### src/rtl/axil_pkg.sv
// Shared definitions for the AXI4-Lite RAM: response codes and FSM state encodings.
package axil_pkg;

  localparam logic [1:0] RESP_OKAY   = 2'b00;
  localparam logic [1:0] RESP_SLVERR = 2'b10;

  typedef enum logic {
    W_IDLE = 1'b0,
    W_RESP = 1'b1
  } w_state_e;

  typedef enum logic {
    R_IDLE = 1'b0,
    R_DATA = 1'b1
  } r_state_e;

endpackage

### src/rtl/byte_en_ram.sv
// Word-organised RAM with byte-lane write enables and a registered read port.
// A read and a write to the same word on one edge returns the old contents.
module byte_en_ram #(
  parameter int  DATA_WIDTH = 32,
  parameter int  DEPTH      = 16,
  localparam int ADDR_W     = (DEPTH > 1) ? $clog2(DEPTH) : 1,
  localparam int NB         = DATA_WIDTH / 8
) (
  input  logic                  clk,
  input  logic                  rst_n,
  input  logic                  we,
  input  logic [ADDR_W-1:0]     waddr,
  input  logic [DATA_WIDTH-1:0] wdata,
  input  logic [NB-1:0]         wstrb,
  input  logic                  re,
  input  logic [ADDR_W-1:0]     raddr,
  output logic [DATA_WIDTH-1:0] rdata
);

  logic [DATA_WIDTH-1:0] mem [DEPTH];
  logic [DATA_WIDTH-1:0] rdata_d, rdata_q;

  // Storage is deliberately left out of reset.
  always_ff @(posedge clk) begin
    if (we) begin
      for (int i = 0; i < NB; i++) begin
        if (wstrb[i]) mem[waddr][8*i +: 8] <= wdata[8*i +: 8];
      end
    end
  end

  always_comb begin
    rdata_d = rdata_q;
    if (re) rdata_d = mem[raddr];
  end

  always_ff @(posedge clk or negedge rst_n) begin
    if (!rst_n) rdata_q <= '0;
    else        rdata_q <= rdata_d;
  end

  assign rdata = rdata_q;

endmodule

### src/rtl/axi_lite_ram.sv
// AXI4-Lite slave RAM: independent read and write FSMs, one outstanding
// transaction per direction, SLVERR for word indices beyond MEM_DEPTH.
//
// state  | meaning
// W_IDLE | collecting AW and W, each ready drops once its beat is held
// W_RESP | write done, bvalid held until bready
// R_IDLE | arready high, waiting for an address
// R_DATA | rvalid high, rdata/rresp held until rready
module axi_lite_ram
  import axil_pkg::*;
#(
  parameter int AXIL_DATA_WIDTH = 32,
  parameter int AXIL_ADDR_WIDTH = 8,
  parameter int MEM_DEPTH       = 16
) (
  input  logic                         clk,
  input  logic                         reset,
  input  logic                         awvalid,
  input  logic [AXIL_ADDR_WIDTH-1:0]   awaddr,
  output logic                         awready,
  input  logic                         wvalid,
  input  logic [AXIL_DATA_WIDTH-1:0]   wdata,
  input  logic [AXIL_DATA_WIDTH/8-1:0] wstrb,
  output logic                         wready,
  output logic                         bvalid,
  output logic [1:0]                   bresp,
  input  logic                         bready,
  input  logic                         arvalid,
  input  logic [AXIL_ADDR_WIDTH-1:0]   araddr,
  output logic                         arready,
  output logic                         rvalid,
  output logic [AXIL_DATA_WIDTH-1:0]   rdata,
  output logic [1:0]                   rresp,
  input  logic                         rready
);

  localparam int NB       = AXIL_DATA_WIDTH / 8;
  localparam int ADDR_LSB = $clog2(NB);
  localparam int IDX_W    = AXIL_ADDR_WIDTH - ADDR_LSB;
  localparam int RAM_AW   = (MEM_DEPTH > 1) ? $clog2(MEM_DEPTH) : 1;

  function automatic logic idx_ok(input logic [IDX_W-1:0] idx);
    return 32'(idx) < 32'(MEM_DEPTH);
  endfunction

  w_state_e                   w_state_d, w_state_q;
  logic                       awready_d, awready_q;
  logic                       wready_d, wready_q;
  logic                       aw_held_d, aw_held_q;
  logic                       w_held_d, w_held_q;
  logic [IDX_W-1:0]           aw_idx_d, aw_idx_q;
  logic [AXIL_DATA_WIDTH-1:0] wdata_d, wdata_q;
  logic [NB-1:0]              wstrb_d, wstrb_q;
  logic                       bvalid_d, bvalid_q;
  logic [1:0]                 bresp_d, bresp_q;

  r_state_e                   r_state_d, r_state_q;
  logic                       arready_d, arready_q;
  logic                       rvalid_d, rvalid_q;
  logic [1:0]                 rresp_d, rresp_q;
  logic                       rerr_d, rerr_q;

  logic                       ram_we, ram_re;
  logic [RAM_AW-1:0]          ram_waddr, ram_raddr;
  logic [AXIL_DATA_WIDTH-1:0] ram_wdata, ram_rdata;
  logic [NB-1:0]              ram_wstrb;

  logic                       aw_hs, w_hs, ar_hs;
  logic [IDX_W-1:0]           aw_idx_in, ar_idx_in, wr_idx;
  logic [AXIL_DATA_WIDTH-1:0] wr_data;
  logic [NB-1:0]              wr_strb;
  logic                       wr_ok, rd_ok;
  logic                       unused_addr_lsbs;

  assign aw_hs     = awvalid & awready_q;
  assign w_hs      = wvalid & wready_q;
  assign ar_hs     = arvalid & arready_q;
  assign aw_idx_in = awaddr[AXIL_ADDR_WIDTH-1:ADDR_LSB];
  assign ar_idx_in = araddr[AXIL_ADDR_WIDTH-1:ADDR_LSB];
  assign unused_addr_lsbs = ^{awaddr[ADDR_LSB-1:0], araddr[ADDR_LSB-1:0]};

  // Whichever beat arrives on the completing edge is taken straight from the bus.
  assign wr_idx  = aw_held_q ? aw_idx_q : aw_idx_in;
  assign wr_data = w_held_q ? wdata_q : wdata;
  assign wr_strb = w_held_q ? wstrb_q : wstrb;
  assign wr_ok   = idx_ok(wr_idx);
  assign rd_ok   = idx_ok(ar_idx_in);

  always_comb begin
    w_state_d = w_state_q;
    awready_d = awready_q;
    wready_d  = wready_q;
    aw_held_d = aw_held_q;
    w_held_d  = w_held_q;
    aw_idx_d  = aw_idx_q;
    wdata_d   = wdata_q;
    wstrb_d   = wstrb_q;
    bvalid_d  = bvalid_q;
    bresp_d   = bresp_q;
    ram_we    = 1'b0;
    ram_waddr = wr_idx[RAM_AW-1:0];
    ram_wdata = wr_data;
    ram_wstrb = wr_strb;
    case (w_state_q)
      W_IDLE: begin
        if (aw_hs) begin
          aw_held_d = 1'b1;
          aw_idx_d  = aw_idx_in;
        end
        if (w_hs) begin
          w_held_d = 1'b1;
          wdata_d  = wdata;
          wstrb_d  = wstrb;
        end
        if ((aw_held_q | aw_hs) & (w_held_q | w_hs)) begin
          w_state_d = W_RESP;
          aw_held_d = 1'b0;
          w_held_d  = 1'b0;
          awready_d = 1'b0;
          wready_d  = 1'b0;
          bvalid_d  = 1'b1;
          bresp_d   = wr_ok ? RESP_OKAY : RESP_SLVERR;
          ram_we    = wr_ok;
        end else begin
          awready_d = ~(aw_held_q | aw_hs);
          wready_d  = ~(w_held_q | w_hs);
        end
      end
      W_RESP: begin
        if (bready) begin
          w_state_d = W_IDLE;
          bvalid_d  = 1'b0;
          awready_d = 1'b1;
          wready_d  = 1'b1;
        end
      end
      default: w_state_d = W_IDLE;
    endcase
  end

  always_comb begin
    r_state_d = r_state_q;
    arready_d = arready_q;
    rvalid_d  = rvalid_q;
    rresp_d   = rresp_q;
    rerr_d    = rerr_q;
    ram_re    = 1'b0;
    ram_raddr = ar_idx_in[RAM_AW-1:0];
    case (r_state_q)
      R_IDLE: begin
        if (ar_hs) begin
          r_state_d = R_DATA;
          arready_d = 1'b0;
          rvalid_d  = 1'b1;
          ram_re    = rd_ok;
          rerr_d    = ~rd_ok;
          rresp_d   = rd_ok ? RESP_OKAY : RESP_SLVERR;
        end else begin
          arready_d = 1'b1;
        end
      end
      R_DATA: begin
        if (rready) begin
          r_state_d = R_IDLE;
          rvalid_d  = 1'b0;
          arready_d = 1'b1;
        end
      end
      default: r_state_d = R_IDLE;
    endcase
  end

  always_ff @(posedge clk or negedge reset) begin
    if (!reset) begin
      w_state_q <= W_IDLE;
      awready_q <= 1'b0;
      wready_q  <= 1'b0;
      aw_held_q <= 1'b0;
      w_held_q  <= 1'b0;
      aw_idx_q  <= '0;
      wdata_q   <= '0;
      wstrb_q   <= '0;
      bvalid_q  <= 1'b0;
      bresp_q   <= RESP_OKAY;
      r_state_q <= R_IDLE;
      arready_q <= 1'b0;
      rvalid_q  <= 1'b0;
      rresp_q   <= RESP_OKAY;
      rerr_q    <= 1'b0;
    end else begin
      w_state_q <= w_state_d;
      awready_q <= awready_d;
      wready_q  <= wready_d;
      aw_held_q <= aw_held_d;
      w_held_q  <= w_held_d;
      aw_idx_q  <= aw_idx_d;
      wdata_q   <= wdata_d;
      wstrb_q   <= wstrb_d;
      bvalid_q  <= bvalid_d;
      bresp_q   <= bresp_d;
      r_state_q <= r_state_d;
      arready_q <= arready_d;
      rvalid_q  <= rvalid_d;
      rresp_q   <= rresp_d;
      rerr_q    <= rerr_d;
    end
  end

  byte_en_ram #(
    .DATA_WIDTH (AXIL_DATA_WIDTH),
    .DEPTH      (MEM_DEPTH)
  ) u_ram (
    .clk   (clk),
    .rst_n (reset),
    .we    (ram_we),
    .waddr (ram_waddr),
    .wdata (ram_wdata),
    .wstrb (ram_wstrb),
    .re    (ram_re),
    .raddr (ram_raddr),
    .rdata (ram_rdata)
  );

  assign awready = awready_q;
  assign wready  = wready_q;
  assign bvalid  = bvalid_q;
  assign bresp   = bresp_q;
  assign arready = arready_q;
  assign rvalid  = rvalid_q;
  assign rresp   = rresp_q;
  assign rdata   = rerr_q ? '0 : ram_rdata;

endmodule

### config.mk
export PLATFORM = sky130hd
export DESIGN_NAME = axi_lite_ram
export DESIGN_NICKNAME = d
export VERILOG_FILES = /design/src/rtl/axil_pkg.sv /design/src/rtl/byte_en_ram.sv /design/src/rtl/axi_lite_ram.sv
export SDC_FILE = /design/constraint.sdc
export NUM_CORES = 1
export LEC_CHECK = 0
export ABC_AREA = 1
export CORE_ASPECT_RATIO = 1.2
export CORE_UTILIZATION = 50
export CTS_CLUSTER_SIZE = 24
export DETAILED_ROUTE_END_ITERATION = 8
export PLACE_DENSITY = 0.76
export SLEW_MARGIN = 40
export SYNTH_ARGS = -nofsm -noshare
export SYNTH_HDL_FRONTEND = slang
export SYNTH_HIERARCHICAL = 1
export SYNTH_SLANG_ARGS = --single-unit
### constraint.sdc
create_clock -name clk -period 3.3 [get_ports clk]
set_input_delay 0.33 -clock clk [delete_from_list [all_inputs] [get_ports clk]]
set_output_delay 0.33 -clock clk [all_outputs]
set_load 0.05 [all_outputs]
==> summary.md <==
| Metric | Value |
|---|---|
| Initial core utilization | `50.82%` |
| Setup TNS Final | `0 ns` |
| GRT Total Usage | `23.95%` |
| Critical path arrival | `2.46 ns` |
| Final Hold Fails | `0` |
| Grt ovf | `0` |
| Leading area contributor after synthesis | `edfxtp_1` |
| CP required | `2.97 ns` |
| Core ar. | `49330 µm²` |
| Worst r2r src | `aw_held_q` |
| Initial antenna violation count | `0` |
| Layout cells sized above 1 | `10.40%` |
| Synthesis-to-finish area growth | `14.60%` |
| DIE HEIGHT | `247.3 µm` |
| Status | `complete, but fails checks` |
| Initial drt markers | `1847` |
| Power Internal | `14.17 mW` |
| Via count | `17240` |
| Leak | `11.25 nW` |
| Total Routed Length | `59610 µm` |
| Worst IR Drop VDD | `0.6094 mV` |
| Worst setup margin | `0.5131 ns` |
| CP Class | `reg -> out` |
| CTS tree | `yes` |
| Routed len/inst | `19.06 µm` |
| Die Footprint | `51050 µm²` |
| Part of the power in registers | `48.4%` |
| Drt drc | `11` |
| Synth warn | `6` |
| Cells after synthesis | `2314` |
| Filler Cell Count | `3916` |
| Register area share after synthesis | `69.81%` |
| Clock tree buffer depth | `3` |
| Detail Placement HPWL | `37020 µm` |
| Fin nets | `2506` |
| Setup Viol. Count Final | `0` |
| Worst Hold Class | `in -> reg` |
| FMAX | `358.8 MHz` |
| Largest net degree at the start of global routing | `135` |
| CP max stage delay | `0.88 ns` |
| Fin. max-slew vios | `0` |
| CTS buffer count | `55` |
| Clk root buf | `clkbuf_16` |
| Global placement routability congestion | `0.8682` |
| Worst hold slack | `0.2856 ns` |
| Hold path start | `wdata[0]` |
| Fin cells | `3128` |
| Dpl ws | `0.5299 ns` |
| CP Capture Type | `output port` |
| Count of cell types in the netlist | `25` |
| WHS Path Cells | `3` |
| Clock Power Share | `31.1%` |
| Crit-path slowest cell | `clkdlybuf4s50_1` |
| Max-cap viol count | `0` |
| Port Buf Inserts | `93` |
| Post-Syn Area | `25070 µm²` |
| Worst skew pair latency | `0.61 ns` |
| CTS sink cnt | `597` |
| Clk slew on worst S/H paths | `0.06 ns` |
| CP Launch Type | `flip-flop` |
| Post-synth top area share | `61.32%` |
| Post-route core utilization | `58.24%` |
| Synth Register Bits | `597` |
| Max_slew headroom | `44.75%` |
| Worst-case reg-to-reg path depth | `6` |
| Routed vias/inst | `5.510` |
| Io pins | `100` |
| Pwr Density | `704.5 nW/µm²` |
| Failing checks | `design-rule violations` |
| Clock skew | `0.01227 ns` |
| Num rows | `89` |
| Unrepaired setup endpoints after global routing | `false` |
| Logic pwr share | `20.5%` |
| Die width | `206.4 µm` |
| Minimum clock period | `2.787 ns` |
| Via count of the first global-routing pass | `16960` |
| Antenna diodes | `0` |
| First-pass GRT wire length | `91880 µm` |
| Reg2Reg Capture Point | `u_ram/mem[4][19]` |
| First drt pass iteration count | `8` |
| Switching share of total power | `30.02%` |
| Syn Area/Cell | `10.83 µm²` |
| Top area cells in the synthesized netlist | `edfxtp_1, nand2_1, dfrtp_1` |
| Slew at the pin closest to its max-slew limit | `0.8201 ns` |
| Net switching power | `6.075 mW` |
| Hold EP | `wdata_q[0]` |
| FF-to-FF setup slack | `0.60 ns` |
| Crit path max fanout | `30` |
| Placed insts | `3026` |
| Crit path cell chain | `buf_4 -> clkdlybuf4s50_1` |
| DRT antenna net count | `0` |
| Part of the cycle the worst path needs | `84.45%` |
| H-tree levels | `2` |
cells in the mapped netlist:
library cell,number
nand3b_1,1
or2_2,1
a21oi_1,2
inv_4,2
o21ai_2,36
o21ai_0,46
nand2_1,891
o21ai_1,1
nor2_1,107
nand3_4,1
edfxtp_1,512
or2_1,1
conb_1,1
o21a_1,1
buf_6,25
buf_1,13
nand3_2,1
inv_1,94
clkbuf_1,28
inv_2,1
nand3_1,386
buf_4,29
nand2_2,4
dfrtp_1,85
buf_2,45
cells by family after synthesis:
family / synth area share (%)
AND/OR/NAND/NOR: 22.94
flip-flops: 69.81
buffers and inverters: 4.976
AO/OA/AOI/OAI: 2.266
other: 0.01496
worst max-delay path by stage:
stage / start / endpoint / slack, ns
after floorplan: wready / u_ram/mem[10][10] / 0.95
after global placement: awaddr[4] / u_ram/mem[4][20] / 0.63
after detailed placement: awaddr[3] / u_ram/mem[2][10] / 0.53
after CTS: rresp[1] / rresp[1] / 0.48
after global routing: rresp[1] / rresp[1] / 0.41
final: rresp[1] / rresp[1] / 0.51
power by group through the flow:
stage	combinational, mW	sequential, mW	clock (mW)
after global placement	3.95	9.91	0
after floorplan	2.41	9.96	0
after global routing	4.48	9.86	6.66
after CTS	4.12	9.79	6.38
after detailed placement	4.10	9.94	0
final	4.16	9.79	6.30
registers in the layout, indices dropped and copies added, names as in the netlist, 4 cells and up:
name,cells
u_ram/rdata,32
u_ram/mem,512
wdata_q,32
aw_idx_q,6
wstrb_q,4
through the flow:
step | total power, mW | area [µm²]
floorplan | 12.37 | 25080
CTS | 20.28 | 28730
global placement | 13.86 | 26870
detailed placement | 14.04 | 26930
global route | 20.99 | 28730
finish | 20.24 | 28730
final cells by class:
class,instances,area [µm²],area share (%)
clock buffers,67,1451,5.051
multi-input cells,1481,6340,22.06
flip-flops and latches,597,17500,60.92
clock inverters,34,334.1,1.163
well taps,637,797.0,2.774
inverters,97,374.1,1.302
repair buffers,215,1933,6.728
layout by cell type, fill, tap and decap left out, types with 2 or more instances in the layout:
| cell type | instances |
|---|---|
| inv_4 | 2 |
| clkinv_4 | 2 |
| inv_1 | 93 |
| buf_4 | 115 |
| a21oi_1 | 2 |
| clkinv_2 | 10 |
| dfrtp_1 | 84 |
| clkbuf_8 | 4 |
| clkinvlp_2 | 2 |
| inv_6 | 2 |
| clkbuf_1 | 9 |
| nand3_1 | 386 |
| clkdlybuf4s50_1 | 89 |
| clkinvlp_4 | 5 |
| o21ai_2 | 36 |
| edfxtp_1 | 512 |
| nand2_1 | 891 |
| nor2_1 | 106 |
| nand2_2 | 4 |
| clkbuf_16 | 55 |
| conb_1 | 2 |
| clkinv_1 | 8 |
| bufinv_16 | 6 |
| buf_6 | 2 |
| o21ai_0 | 45 |
| buf_12 | 5 |
worst max-delay path: cells and delay by family, from the launching register on:
family | cells | cell delay, ns
buf+inv | 2 | 1.27
flops | 1 | 0.57
routing by layer:
layer,GRT usage (%),wire [µm],vias up
li1,-,-,8051
met1,31.33,22850,8084
met2,38.61,28070,939
met3,4.323,6283,161
met4,11.57,2413,0
met5,0,0,-
repair_timing:
item | in CTS | in global routing
endpoints found under the hold margin | 72 | 0
hold buffers | 1 | 0
gates resized for setup | 0 | 0
endpoints found under the setup margin | 0 | 0
buffers inserted | 0 | 0
No activity file was read; power rests on OpenSTA's default activity.
